<file path="src/rtl/morph_pkg.sv">
// -----------------------------------------------------------------------------
// morph_pkg
// Shared constants and width helpers for the morphological edge / bounding-box
// stage.
//   PIX_W     : grey-level pixel width
//   EDGE_ON   : edge_pix value for an edge pixel
//   EDGE_OFF  : edge_pix value for a non-edge pixel
//   coord_w() : bits needed for a coordinate in 0..n-1 (at least 1)
//   count_w() : bits needed for an edge count in 0..w*h
// -----------------------------------------------------------------------------
package morph_pkg;

  localparam int PIX_W = 8;

  localparam logic [PIX_W-1:0] EDGE_ON  = 8'hFF;
  localparam logic [PIX_W-1:0] EDGE_OFF = 8'h00;

  function automatic int coord_w(input int n);
    return (n <= 1) ? 1 : $clog2(n);
  endfunction

  function automatic int count_w(input int w, input int h);
    return coord_w(w * h + 1);
  endfunction

endpackage

</file>
<file path="src/rtl/bbox_tracker.sv">
// -----------------------------------------------------------------------------
// bbox_tracker
// Accumulates the bounding box (and optionally the count) of edge pixels over a
// frame and publishes the frame results one cycle after the last pixel.
//
// Optional feature: define EDGE_COUNT_EN to add a saturating edge counter and
// the edge_count port.
//
// Ports
//   clk, rst_n          : clock, synchronous active-low reset
//   pix_vld             : one classified pixel this cycle
//   edge_flag           : that pixel is an edge
//   pix_x, pix_y        : its raster coordinates
//   pix_first/pix_last  : pixel (0,0) / pixel (W-1,H-1)
//   frame_done          : one-cycle pulse when the outputs below are updated
//   bbox_empty          : no edge pixel in the published frame
//   x_min..y_max        : inclusive bounding box (all zero when empty)
//   edge_count          : edge pixels in the published frame (EDGE_COUNT_EN)
// -----------------------------------------------------------------------------
module bbox_tracker
  import morph_pkg::*;
#(
  parameter  int IMG_WIDTH  = 640,
  parameter  int IMG_HEIGHT = 480,
  localparam int XW         = coord_w(IMG_WIDTH),
  localparam int YW         = coord_w(IMG_HEIGHT)
) (
  input  logic          clk,
  input  logic          rst_n,
  input  logic          pix_vld,
  input  logic          edge_flag,
  input  logic [XW-1:0] pix_x,
  input  logic [YW-1:0] pix_y,
  input  logic          pix_first,
  input  logic          pix_last,
  output logic          frame_done,
  output logic          bbox_empty,
  output logic [XW-1:0] x_min,
  output logic [XW-1:0] x_max,
  output logic [YW-1:0] y_min,
  output logic [YW-1:0] y_max
`ifdef EDGE_COUNT_EN
  ,
  output logic [count_w(IMG_WIDTH, IMG_HEIGHT)-1:0] edge_count
`endif
);

`ifdef EDGE_COUNT_EN
  localparam int            CW      = count_w(IMG_WIDTH, IMG_HEIGHT);
  localparam logic [CW-1:0] CNT_MAX = '1;
  logic [CW-1:0] run_cnt;
`endif

  logic          seen_q;
  logic          close_q;
  logic [XW-1:0] run_x_min, run_x_max;
  logic [YW-1:0] run_y_min, run_y_max;

  // Control state: seen flag, close strobe and optional counter.
  always_ff @(posedge clk) begin
    if (!rst_n) begin
      seen_q  <= 1'b0;
      close_q <= 1'b0;
`ifdef EDGE_COUNT_EN
      run_cnt <= '0;
`endif
    end else begin
      close_q <= pix_vld && pix_last;
      if (pix_vld) begin
        // The first pixel restarts the frame; if it is itself an edge it
        // both clears and sets seen in the same cycle.
        if (pix_first)      seen_q <= edge_flag;
        else if (edge_flag) seen_q <= 1'b1;
`ifdef EDGE_COUNT_EN
        if (pix_first)
          run_cnt <= edge_flag ? CW'(1) : '0;
        else if (edge_flag && (run_cnt != CNT_MAX))
          run_cnt <= run_cnt + CW'(1);
`endif
      end
    end
  end

  // NOTE: the running min/max registers carry no reset; they are only read
  // while seen_q is set, and seen_q forces a fresh load on the first edge.
  always_ff @(posedge clk) begin
    if (pix_vld && edge_flag) begin
      if (pix_first || !seen_q) begin
        run_x_min <= pix_x;
        run_x_max <= pix_x;
        run_y_min <= pix_y;
        run_y_max <= pix_y;
      end else begin
        if (pix_x < run_x_min) run_x_min <= pix_x;
        if (pix_x > run_x_max) run_x_max <= pix_x;
        if (pix_y < run_y_min) run_y_min <= pix_y;
        if (pix_y > run_y_max) run_y_max <= pix_y;
      end
    end
  end

  // Publish register. close_q is set the cycle after the last pixel was
  // accumulated; a next-frame first pixel arriving in that same cycle only
  // changes the running state at this edge, so the values read here are
  // still the closing frame's.
  always_ff @(posedge clk) begin
    if (!rst_n) begin
      frame_done <= 1'b0;
      bbox_empty <= 1'b1;
      x_min      <= '0;
      x_max      <= '0;
      y_min      <= '0;
      y_max      <= '0;
`ifdef EDGE_COUNT_EN
      edge_count <= '0;
`endif
    end else begin
      frame_done <= close_q;
      if (close_q) begin
        bbox_empty <= !seen_q;
        x_min      <= seen_q ? run_x_min : '0;
        x_max      <= seen_q ? run_x_max : '0;
        y_min      <= seen_q ? run_y_min : '0;
        y_max      <= seen_q ? run_y_max : '0;
`ifdef EDGE_COUNT_EN
        edge_count <= run_cnt;
`endif
      end
    end
  end

endmodule

</file>
<file path="src/rtl/morph_edge_bbox.sv">
// -----------------------------------------------------------------------------
// morph_edge_bbox
// Morphological gradient (dilate - erode, saturating at 0), per-frame threshold
// binarisation into an edge map, and per-frame bounding box of edge pixels.
//
// Optional feature: define EDGE_COUNT_EN to add the edge_count port, a
// saturating per-frame count of edge pixels.
//
// Ports
//   clk, rst_n            : pixel clock, synchronous active-low reset
//   pix_en                : dilate_in/erode_in valid (raster order)
//   dilate_in, erode_in   : 3x3 max / 3x3 min of the current pixel
//   thresh                : edge threshold, captured at pixel (0,0)
//   edge_en               : edge_pix/grad_out valid (pix_en delayed 2 cycles)
//   edge_pix              : 0xFF for an edge pixel, else 0x00
//   grad_out              : raw gradient aligned with edge_pix
//   frame_done            : one-cycle pulse, frame results updated
//   bbox_empty            : no edge pixel in last frame
//   x_min, x_max          : bbox columns, inclusive
//   y_min, y_max          : bbox rows, inclusive
//   edge_count            : edge pixels in last frame (EDGE_COUNT_EN only)
// -----------------------------------------------------------------------------
module morph_edge_bbox
  import morph_pkg::*;
#(
  parameter  int IMG_WIDTH  = 640,
  parameter  int IMG_HEIGHT = 480,
  localparam int XW         = coord_w(IMG_WIDTH),
  localparam int YW         = coord_w(IMG_HEIGHT)
) (
  input  logic             clk,
  input  logic             rst_n,
  input  logic             pix_en,
  input  logic [PIX_W-1:0] dilate_in,
  input  logic [PIX_W-1:0] erode_in,
  input  logic [PIX_W-1:0] thresh,
  output logic             edge_en,
  output logic [PIX_W-1:0] edge_pix,
  output logic [PIX_W-1:0] grad_out,
  output logic             frame_done,
  output logic             bbox_empty,
  output logic [XW-1:0]    x_min,
  output logic [XW-1:0]    x_max,
  output logic [YW-1:0]    y_min,
  output logic [YW-1:0]    y_max
`ifdef EDGE_COUNT_EN
  ,
  output logic [count_w(IMG_WIDTH, IMG_HEIGHT)-1:0] edge_count
`endif
);

  logic [XW-1:0]    x_q;
  logic [YW-1:0]    y_q;
  logic             pix_first, pix_last;
  logic [PIX_W-1:0] grad_c;
  logic [PIX_W-1:0] thr_q;

  logic             s1_vld, s1_first, s1_last;
  logic [PIX_W-1:0] s1_grad;
  logic [XW-1:0]    s1_x;
  logic [YW-1:0]    s1_y;
  logic             s1_is_edge;

  assign pix_first = (x_q == '0) && (y_q == '0);
  assign pix_last  = (x_q == XW'(IMG_WIDTH - 1)) && (y_q == YW'(IMG_HEIGHT - 1));

  // erode > dilate is illegal upstream; clamp rather than wrap.
  assign grad_c = (dilate_in >= erode_in) ? (dilate_in - erode_in) : '0;

  // Raster counters; idle cycles (pix_en low) do not advance them.
  // NOTE: all clocked state uses non-blocking assignments so every register
  // samples pre-edge values regardless of block ordering.
  always_ff @(posedge clk) begin
    if (!rst_n) begin
      x_q <= '0;
      y_q <= '0;
    end else if (pix_en) begin
      if (x_q == XW'(IMG_WIDTH - 1)) begin
        x_q <= '0;
        y_q <= (y_q == YW'(IMG_HEIGHT - 1)) ? '0 : y_q + YW'(1);
      end else begin
        x_q <= x_q + XW'(1);
      end
    end
  end

  // Stage 1: gradient plus pixel tags; threshold latched on pixel (0,0) so
  // that the first pixel's stage-2 compare already sees the new value.
  always_ff @(posedge clk) begin
    if (!rst_n) begin
      thr_q    <= '0;
      s1_vld   <= 1'b0;
      s1_first <= 1'b0;
      s1_last  <= 1'b0;
      s1_grad  <= '0;
      s1_x     <= '0;
      s1_y     <= '0;
    end else begin
      s1_vld <= pix_en;
      if (pix_en) begin
        if (pix_first) thr_q <= thresh;
        s1_first <= pix_first;
        s1_last  <= pix_last;
        s1_grad  <= grad_c;
        s1_x     <= x_q;
        s1_y     <= y_q;
      end
    end
  end

  assign s1_is_edge = (s1_grad >= thr_q);

  // Stage 2: registered edge map outputs.
  always_ff @(posedge clk) begin
    if (!rst_n) begin
      edge_en  <= 1'b0;
      edge_pix <= EDGE_OFF;
      grad_out <= '0;
    end else begin
      edge_en <= s1_vld;
      if (s1_vld) begin
        edge_pix <= s1_is_edge ? EDGE_ON : EDGE_OFF;
        grad_out <= s1_grad;
      end
    end
  end

  // The tracker accumulates on the same edge that registers stage 2.
  bbox_tracker #(
    .IMG_WIDTH  (IMG_WIDTH),
    .IMG_HEIGHT (IMG_HEIGHT)
  ) u_bbox (
    .clk        (clk),
    .rst_n      (rst_n),
    .pix_vld    (s1_vld),
    .edge_flag  (s1_is_edge),
    .pix_x      (s1_x),
    .pix_y      (s1_y),
    .pix_first  (s1_first),
    .pix_last   (s1_last),
    .frame_done (frame_done),
    .bbox_empty (bbox_empty),
    .x_min      (x_min),
    .x_max      (x_max),
    .y_min      (y_min),
    .y_max      (y_max)
`ifdef EDGE_COUNT_EN
    ,
    .edge_count (edge_count)
`endif
  );

endmodule

</file>
<file path="config.mk">
export PLATFORM = sky130hd
export DESIGN_NAME = morph_edge_bbox
export DESIGN_NICKNAME = d
export VERILOG_FILES = /design/src/rtl/morph_pkg.sv /design/src/rtl/bbox_tracker.sv /design/src/rtl/morph_edge_bbox.sv
export SDC_FILE = /design/constraint.sdc
export NUM_CORES = 1
export LEC_CHECK = 0
export ABC_CLOCK_PERIOD_IN_PS = 4800
export CAP_MARGIN = 30
export CELL_PAD_IN_SITES_DETAIL_PLACEMENT = 1
export CELL_PAD_IN_SITES_GLOBAL_PLACEMENT = 2
export CORE_ASPECT_RATIO = 2
export CORE_MARGIN = 1.5
export CORE_UTILIZATION = 31
export CTS_CLUSTER_SIZE = 25
export DETAILED_ROUTE_END_ITERATION = 10
export HOLD_SLACK_MARGIN = 0.15
export MAX_ROUTING_LAYER = met4
export PLACE_DENSITY_LB_ADDON = 0.15
export REMOVE_ABC_BUFFERS = 1
export SLEW_MARGIN = 25
export SYNTH_ARGS = -nofsm -noshare
export SYNTH_HDL_FRONTEND = slang
export SYNTH_HIERARCHICAL = 1
export SYNTH_SLANG_ARGS = --single-unit
</file>
<file path="constraint.sdc">
create_clock -name clk -period 4.8 [get_ports clk]
set_input_delay 0.96 -clock clk [delete_from_list [all_inputs] [get_ports clk]]
set_output_delay 0.96 -clock clk [all_outputs]
set_load 0.1 [all_outputs]
</file>
==> Word-level counts from Yosys, hierarchy flattened <==
Cells that the tools add are included.
W data, S select, Z words.
{ "totals": {"in_bits": 27, "reg_bits": 154} }
{ "op_classes": {"add_sub_neg": 3, "order_cmp": 6, "reduce_logical": 20, "eq_ne": 2, "muxes": 18} }
{ "ops": {"columns": ["cell", "count"], "rows": [
  ["$mux W10", 7],
  ["$mux W9", 7],
  ["$ge A8 B8 Y1", 2],
  ["$mux W8", 2],
  ["$reduce_and A2 Y1", 7],
  ["$add A10 B1 Y10 const B", 1],
  ["$eq A10 B10 Y1 const B", 1],
  ["$gt A10 B10 Y1", 1],
  ["$logic_not A10 Y1", 1],
  ["$lt A10 B10 Y1", 1],
  ["$reduce_bool A2 Y1", 5],
  ["$add A9 B1 Y9 const B", 1],
  ["$eq A9 B9 Y1 const B", 1],
  ["$gt A9 B9 Y1", 1],
  ["$logic_not A9 Y1", 1],
  ["$lt A9 B9 Y1", 1],
  ["$sub A8 B8 Y8", 1],
  ["$logic_and A1 B1 Y1", 4],
  ["$mux W1", 2],
  ["$logic_not A1 Y1", 1],
  ["$logic_or A1 B1 Y1", 1]
]} }

==> Depth between registers and ports, before layout <==
{ "depth": {"ltp_word": 4, "depth_mapped": 10, "depth_no_buf": 10} }

==> Hierarchy <==
Netlist, hierarchy kept.
{ "modules_own_cells": {"columns": ["mod", "seq_area_each_um2", "area_each_um2", "cells_each", "instances"], "rows": [
  ["bbox_tracker", 1981.9, 3688.5, 349, 1],
  ["morph_edge_bbox", 1341.3, 3285.7, 365, 1]
]} }

==> Worst setup path after synthesis <==
No wires, ideal clock.
{ "synth_path": {"path_kind": "register -> register", "from": "reg s1_grad[0]", "to": "reg u_bbox.run_y_max[0], enable pin", "required_time_ps": 4408, "path_stages_with_launch": 10, "setup_time_ps": 392, "arrival_ps": 2085, "slack_ps": 2324, "cell_sequence": "dfxtp_1 > inv_1 > ha_1 > nand2b_1 > a21o_1 > a21oi_1 > o211a_1 > o21bai_1 > nand2_1 > a221oi_1"} }
{ "synth_via": {"elab_chain_len": 3} }
{ "synth_lines": {"columns": ["element", "line_no", "text"], "rows": [
  ["start, declared", "morph_edge_bbox.sv:59", "logic [PIX_W-1:0] s1_grad;"],
  ["start signal, assigned", "morph_edge_bbox.sv:104", "s1_grad <= grad_c;"],
  ["$ge A8 B8 Y1", "morph_edge_bbox.sv:111", "assign s1_is_edge = (s1_grad >= thr_q);"],
  ["net s1_is_edge", "morph_edge_bbox.sv:62", "logic s1_is_edge;"],
  ["$logic_and A1 B1 Y1", "bbox_tracker.sv:87", "if (pix_vld && edge_flag) begin"],
  ["$reduce_and A2 Y1 (no source line)", null, null],
  ["end signal, assigned", "bbox_tracker.sv:92", "run_y_max <= pix_y;"],
  ["end signal, assigned", "bbox_tracker.sv:97", "if (pix_y > run_y_max) run_y_max <= pix_y;"],
  ["end, declared", "bbox_tracker.sv:57", "logic [YW-1:0] run_y_min, run_y_max;"]
]} }
The timed path passes the listed nets, and every way through them passes these cells.
A chain may end at the register's enable or synchronous reset.

==> impl_metrics.ini <==
[yosys]
synth_edf_count = 38
syn_area_sq_um = 6970
synthFlopType = dfxtp_1
ys_seq_elements = 147
synth_top_area_share_pct = 31.3
yosysUniqueCellTypes = 61
yosysSeqAreaShare_pct = 47.6
avgSynthCellArea_sq_um = 9.77
ys_async_sr_fraction_pct = 0
yosysWarnings = 6
synth_top_cell_by_area = dfxtp_1
netlist_instances = 714
synthTopCellsByCount = dfxtp_1 (109), nor2b_1 (82), nor2_1 (68)
synth_most_common_cell = dfxtp_1
synth_area_leaders = dfxtp_1 (31%), edfxtp_1 (16%), ha_1 (10%)

[clock_tree]
cts_buffer_depth = 2
postCtsSetupBuffers = 0
ctsHoldBuffers = 0
htree_levels = 4
tritoncts = built
path_clk_slew_ns = 0.06
cts_resized = 0
cts-root-buf = clkbuf_16
cts_sinks = 147
clk-insertion-delay-late_ns = 0.43
numCtsBuffers = 17

[final_layout]
fill_cells = 2492
fin_cells = 1076
antenna_cells = 0
final_util_pct = 39.1
drive_gt1_share_pct = 6.13
syn2layout_area_growth_pct = 23.6
final_nets = 871

[job]
cap_violations = 0

[setup_path]
r2r_cells = 10
worstPathMaxFanout = 9
worst-setup-path-type = flop to output port
max_stage_delay_ns = 1.20
crit_chain = clkdlybuf4s50_1
arrival_ns = 2.10
r2r_start = s1_grad[0]
rr_endpoint = u_bbox/run_x_max[0]
regToRegSetupSlack_ns = 1.91
critPathBufInv = 1
crit_path_end_kind = output port
start_kind = flop
worstPathRequired_ns = 3.84
crit_slowest_cell = clkdlybuf4s50_1
path_delay_family = buffers and inverters

[min_path]
holdCritStartpoint = s1_last
hold_depth = 2
hp-class = flop to flop
hold_end = s1_last

[routing]
drt_iter0_drc = 159
vias = 5245
wl_per_cell_microns = 16.2
vias_per_cell = 4.87
dr.pass1.iters = 4
routed_wl_mm = 17.5
ant_nets = 0
drc_errors = 0

[power_and_ir_drop]
vdd_ir_drop_max_uv = 208
power_density_nw_per_um2 = 348
p_leak_uw = 0.00355

[floorplanning]
fp.coreArea_sq_um = 22100
core.rowCount = 77
die_height_microns = 215
start_util_pct = 31.6
ios = 84
fp.dieArea_sq_um = 23500
die_w_microns = 109

[grt]
grt_pass1_vias = 5776
grt_overflow_total = 0
grt_usage_pct = 16.6
grt_pass1_wl_mm = 29.0
grt_max_degree = 54
antenna_found_initial = 0

[sta]
fmax_ghz = 0.327
period_needed_ns = 3.06
drv_slew = 0
slew_headroom_pct = 33.5
hold_violations = 0
rsz0062_at_grt = no
period_share_pct = 63.7
setup_viol = 0
whs_ns = 0.494
final.setup.tns_ns = 0
worst_pin_slew_ns = 0.994
finalClockSkew_ns = 0.00612

[place]
port_buffers = 83
gp_congestion = 0.831
hpwl_mm = 13.0
placedCellCount = 1043

[status]
status = finished clean
## layout by cell type, fill, tap and decap left out, types with 4 or more instances in the layout
cell type        count
dfxtp_1            109
clkdlybuf4s50_1     83
nor2b_1             82
nor2_1              68
inv_1               63
a21oi_1             60
ha_1                56
edfxtp_1            38
mux2i_1             35
nand2_1             26
clkbuf_16           17
o21ai_0             16
nand3_1             15
xor2_1              14
nand4_1             13
a21o_1               8
clkinv_2             6
buf_4                6
nand2b_1             5
nor3_1               5
and2_1               4
and3_1               4
a31oi_1              4
a22oi_1              4
nor3b_1              4
## cells by family after synthesis
kind of cell | count (synthesis) | synth area share [%]
multiplexers | 35 | 5.02
buffers and inverters | 99 | 6.01
AO/OA/AOI/OAI | 116 | 9.92
AND/OR/NAND/NOR | 243 | 18.9
flip-flops | 147 | 47.6
adder cells (fa/ha/maj) | 57 | 10.3
XOR/XNOR | 17 | 2.14
## routing by layer
layer	vias to the layer above	track usage (%)	wire length (microns)
met4	0	7.28	518
met2	83	30.8	9940
met5	-	-	0
met1	2560	15.9	6530
li1	2572	-	-
met3	30	3.76	495
## where the power goes
group	internal, uW	leakage [uW]	switching (uW)
Clock	811	0.000294	528
Sequential	1310	0.00125	31.7
Combinational	116	0.00200	207
Total	2240	0.00355	767
## metrics by stage
step	setup slack, ns	power (uW)	area (sq um)
after global placement	1.43	1690	8010
after CTS	1.70	3050	8610
after detailed placement	1.36	1700	8020
final	1.74	3000	8620
after global routing	1.65	3130	8620
after floorplan	-1.59	1570	6800
## state kept, by name, indices dropped and copies added (netlist names), 8 cells and up
name	cells
s1_y	9
grad_out	8
u_bbox/y_min	9
y_q	9
u_bbox/y_max	9
s1_grad	8
x_q	10
u_bbox/x_max	10
u_bbox/run_x_min	10
u_bbox/run_y_max	9
u_bbox/run_x_max	10
u_bbox/x_min	10
s1_x	10
thr_q	8
u_bbox/run_y_min	9
## layout make-up
type | instances | area [sq um] | share of cell area (%)
flip-flops and latches | 147 | 3320 | 38.5
clock inverters | 15 | 164 | 1.90
clock buffers | 17 | 425 | 4.93
inverters | 64 | 240 | 2.79
repair buffers | 89 | 876 | 10.2
well taps | 276 | 345 | 4.01
multi-input cells | 468 | 3250 | 37.7
## worst max-delay path by stage
| stage | endpoint | depth (start not counted) | slack [ns] | start |
|---|---|---|---|---|
| after floorplan | edge_pix[0] | 0 | -1.59 | edge_pix[6] |
| after global placement | thr_q[1] | 6 | 1.43 | pix_en |
| after detailed placement | thr_q[6] | 6 | 1.36 | pix_en |
| after CTS | edge_pix[3] | 1 | 1.70 | edge_pix[6] |
| after global routing | edge_pix[6] | 1 | 1.65 | edge_pix[6] |
| final | edge_pix[0] | 1 | 1.74 | edge_pix[6] |
Note: power is estimated with default switching activity, not from simulation.
